## src/rtl/pc_redirect_unit.sv

```systemverilog
`default_nettype none
// ============================================================================
// Module      : pc_redirect_unit
// Description : Fetch PC register with EX-stage branch/jump redirect, pipeline
//               flush strobes and redirect holding across global freezes.
// Revision    : 1.0 - initial release
// ============================================================================
module pc_redirect_unit #(
    parameter int                 WIDTH    = 32,
    parameter logic [WIDTH-1:0]   RESET_PC = '0
) (
    input  logic             clk,
    input  logic             reset,
    input  logic             ex_valid,
    input  logic             branch_taken,
    input  logic             jump,
    input  logic [WIDTH-1:0] target,
    input  logic             stall_fe,
    input  logic             freeze,
    output logic [WIDTH-1:0] pc,
    output logic [WIDTH-1:0] pc_plus4,
    output logic             flush_ifid,
    output logic             flush_idex,
    output logic             redirect_pending,
    output logic             misalign_err
);

    localparam logic [WIDTH-1:0] c_four = WIDTH'(4);

    typedef enum logic [0:0] {
        S_RUN  = 1'b0,
        S_HOLD = 1'b1
    } state_t;

    state_t           r_state, w_state_nxt;
    logic [WIDTH-1:0] r_pc, w_pc_nxt;
    logic [WIDTH-1:0] r_pend_tgt, w_pend_tgt_nxt;
    logic             r_misalign;
    logic             w_misalign_set;
    logic             w_flush;
    logic             w_req;
    logic             w_tgt_misaligned;
    logic [WIDTH-1:0] w_atgt;
    logic [WIDTH-1:0] w_pc_plus4;

    assign w_req            = ex_valid & (branch_taken | jump);
    assign w_atgt           = {target[WIDTH-1:2], 2'b00};
    assign w_tgt_misaligned = |target[1:0];
    assign w_pc_plus4       = r_pc + c_four;

    always_ff @(posedge clk) begin
        if (reset) begin
            r_state    <= S_RUN;
            r_pc       <= RESET_PC;
            r_pend_tgt <= '0;
            r_misalign <= 1'b0;
        end else begin
            r_state    <= w_state_nxt;
            r_pc       <= w_pc_nxt;
            r_pend_tgt <= w_pend_tgt_nxt;
            r_misalign <= r_misalign | w_misalign_set;
        end
    end

    always_comb begin
        w_state_nxt    = r_state;
        w_pc_nxt       = r_pc;
        w_pend_tgt_nxt = r_pend_tgt;
        w_flush        = 1'b0;
        w_misalign_set = 1'b0;
        case (r_state)
            S_RUN: begin
                if (freeze) begin
                    // Freeze has priority: park the redirect until the pipe moves.
                    if (w_req) begin
                        w_pend_tgt_nxt = w_atgt;
                        w_state_nxt    = S_HOLD;
                        w_misalign_set = w_tgt_misaligned;
                    end
                end else if (w_req) begin
                    w_flush        = 1'b1;
                    w_pc_nxt       = w_atgt;
                    w_misalign_set = w_tgt_misaligned;
                end else if (!stall_fe) begin
                    w_pc_nxt = w_pc_plus4;
                end
            end
            S_HOLD: begin
                // EX is re-presenting the same instruction; only the parked target counts.
                if (!freeze) begin
                    w_flush     = 1'b1;
                    w_pc_nxt    = r_pend_tgt;
                    w_state_nxt = S_RUN;
                end
            end
            default: begin
                w_state_nxt = S_RUN;
            end
        endcase
    end

    assign pc               = r_pc;
    assign pc_plus4         = w_pc_plus4;
    assign flush_ifid       = w_flush & ~reset;
    assign flush_idex       = w_flush & ~reset;
    assign redirect_pending = (r_state == S_HOLD);
    assign misalign_err     = r_misalign;

endmodule
`default_nettype wire

```

## config.mk

```make
export PLATFORM = sky130hd
export DESIGN_NAME = pc_redirect_unit
export DESIGN_NICKNAME = d
export VERILOG_FILES = /design/src/rtl/pc_redirect_unit.sv
export SDC_FILE = /design/constraint.sdc
export NUM_CORES = 1
export LEC_CHECK = 0
export BUFFER_PORTS_ARGS = -buffer_cell sky130_fd_sc_hd__buf_2
export CAP_MARGIN = 20
export CELL_PAD_IN_SITES_DETAIL_PLACEMENT = 2
export CELL_PAD_IN_SITES_GLOBAL_PLACEMENT = 2
export CORE_MARGIN = 1.5
export CORE_UTILIZATION = 31
export CTS_CLUSTER_DIAMETER = 60
export DETAILED_ROUTE_END_ITERATION = 7
export PLACE_DENSITY_LB_ADDON = 0.1
export SLEW_MARGIN = 40
export SYNTH_ARGS = -nofsm -noshare
export SYNTH_HDL_FRONTEND = slang
export SYNTH_SLANG_ARGS = --single-unit
```

## constraint.sdc

```tcl
create_clock -name clk -period 5.38 [get_ports clk]
set_input_delay 0.538 -clock clk [delete_from_list [all_inputs] [get_ports clk]]
set_output_delay 0.538 -clock clk [all_outputs]
set_load 0.005 [all_outputs]
```

==> flow_summary.toml <==
[detailed_routing]
routed-via-count = 3955
drt_iter0_drc = 165
routedWlPerCell_um = 21.8
vias_per_cell = 5.75
ant_nets = 0
drcViolationCount = 0
routed_wirelength_um = 15000
dr.pass1.iters = 5

[clock_network]
cts_hold_buffers = 0
cts_tree = "done"
htree_levels = 3
clock-sinks = 62
clk_pin_slew_ns = 0.06
ctsLongestPathBuffers = 2
insertion_delay_ns = 0.33
cts_resized = 0
numCtsBuffers = 9
cts_setup_buffers = 0
cts-root-buf = "clkbuf_16"

[status]
status = "completed"

[run]
maxCapViolCount = 0

[floorplan]
io_pins = 107
dieWidth_um = 110
fp.dieArea_mm2 = 0.0121
start_util = 0.323
rows = 38
die_y_um = 110
coreArea_mm2 = 0.0110

[place]
io_buffers = 102
dpl.hpwl_um = 10000
dp.cells = 673
placed_cell_area_mm2 = 0.00413
gp_routability_congestion = 0.769

[sta]
rsz0062_at_grt = "no"
tightestPinTransition_ns = 0.749
slew_headroom = 0.499
fmax_ghz = 0.316
min_period_ns = 3.17
skew_ns = 0.00651
hold_viol_final = 0
slew_violations = 0
fin_crit_sh = 0.588
tns_ns = 0
setup_viol = 0

[grt]
grt_pass1_wl_um = 23100
grt_use_total = 0.255
antenna_found_initial = 0
grt_pass1_vias = 4153
grt_max_degree = 61
grt_overflow = 0

[setup_path]
crit_arrival_ns = 2.63
cpLargestDelayFamily = "simple AND/OR/NAND/NOR gates"
slowest_delay_ns = 0.59
worstPathRequired_ns = 4.84
timing.critical_path.cells = "ha_1 -> nand4_1 -> nor3_1 -> and3_1 -> xnor2_1 -> buf_2"
cp-end-kind = "output port"
crit_buf_inv = 1
crit_fanout = 8
start_kind = "flip-flop"
slowest_stage = "nor3_1"
criticalPathCategory = "flip-flop to output port"

[synthesis]
syn_inst = 455
syn_area_mm2 = 0.00355
synth_edf_count = 0
ys_ff_latch = 62
avgSynthCellArea_um2 = 7.80
synth_async_sr_flop_share = 0
yosys_warnings = 0
synthTopCellsByArea = "dfxtp_1, nand2_1, a21oi_1"
yosys.area.top_type_share = 0.350
yosysTopAreaCell = "dfxtp_1"
yosysMostFrequentCell = "nand2_1"
ys_top_cells_by_count = "nand2_1, dfxtp_1, a21oi_1, nor2_1"
synthFlopType = "dfxtp_1"
synth_cell_type_count = 57
seq_area_frac_synth = 0.350

[cells_and_area]
antenna_cells = 0
drive_gt1_frac = 0.252
utilization = 0.403
layoutNonFillerInstCount = 688
fin_area_mm2 = 0.00443
area_growth_pct = 24.9
nNetsFinal = 584

[hold_path]
holdCritPathClass = "flip-flop to flip-flop"

[power]
leakagePower_nw = 1.81
peakVddDrop_mv = 0.174
p_per_area_mw_per_mm2 = 292
## power by group
part           leakage, nW  total (mW)  switching, mW  internal (mW)
clock network        0.141       0.584          0.217          0.367
logic                 1.16       0.194          0.121         0.0739
registers            0.505       0.512         0.0298          0.483
## kinds of logic (layout without fill, tap and decap cells)
logic type,count (synthesis),in the layout,share of synthesized area
other,1,4,0.00106
AO/OA/AOI/OAI,129,129,0.245
XOR/XNOR,28,28,0.0691
adder cells (fa/ha/maj),1,1,0.00353
flip-flops,62,62,0.350
AND/OR/NAND/NOR,180,180,0.247
multiplexers,3,3,0.00847
buffers and inverters,51,141,0.0765
## cell type report
| type | count | area, um2 |
|---|---|---|
| clock buffer | 11 | 243 |
| clock inverter | 4 | 47.5 |
| fill | 1294 | 6550 |
| inverter | 15 | 56.3 |
| multi-input combinational | 345 | 2070 |
| sequential | 62 | 1240 |
| tap | 140 | 175 |
| timing repair buffer | 111 | 598 |
## sequential cells by signal, summed over array words and instances, names as in the netlist
signal	count
misalign_err	1
pc	30
r_pend_tgt	30
redirect_pending	1
## path summary, 6_finish.rpt
kind	depth (start not counted)	to	start	slack (ns)
hold / removal	2	misalign_err$_SDFF_PP0_	misalign_err$_SDFF_PP0_	0.45
setup / recovery	6	pc_plus4[14]	pc[2]$_SDFFE_PP0P_	2.21
hold reg to reg	2	misalign_err$_SDFF_PP0_	misalign_err$_SDFF_PP0_	0.45
setup reg to reg	6	pc[22]$_SDFFE_PP0P_	pc[2]$_SDFFE_PP0P_	2.84
## cell usage in the layout, fill, tap and decap left out, types with 4 or more instances in the layout
cell | Yosys | layout
buf_2 | 1 | 102
nand2_1 | 81 | 81
dfxtp_1 | 62 | 62
a21oi_1 | 46 | 46
nor2_1 | 23 | 21
xnor2_1 | 21 | 21
nor3_1 | 15 | 15
o21ai_0 | 15 | 15
nand3_1 | 13 | 13
inv_1 | 13 | 13
a22oi_1 | 11 | 11
nand4_1 | 10 | 10
nor4_1 | 11 | 10
clkbuf_16 | 0 | 9
a222oi_1 | 8 | 8
buf_4 | 7 | 8
xor2_1 | 7 | 7
o221ai_1 | 7 | 7
o22ai_1 | 6 | 6
and3_1 | 5 | 5
o32ai_1 | 5 | 5
a221oi_1 | 5 | 5
or4_1 | 4 | 4
conb_1 | 1 | 4
## layer usage
metal | share of wire | wire length, um | up-vias | GRT usage
met5 | 0 | 0 | - | 0
met4 | 0.0099 | 148 | 0 | 0.0575
met3 | 0.049 | 741 | 15 | 0.0423
met2 | 0.50 | 7480 | 104 | 0.438
met1 | 0.44 | 6650 | 2004 | 0.334
li1 | - | - | 1832 | -
## stage by stage
step           power (mW)  hold WS (ns)  worst slack (ns)
2_1_floorplan       0.625         0.434              3.07
3_3_place_gp        0.706         0.432              2.67
3_5_place_dp        0.716         0.445              2.56
4_1_cts              1.30         0.454              2.24
5_1_grt              1.34         0.461              2.06
6_report             1.29         0.448              2.21
## tightest hold or removal path, stage by stage (launching register included)
cell and delay [ns]:
dfxtp_1 0.30, inv_1 0.05, a21oi_1 0.05
(Power assumes the default switching activity.)
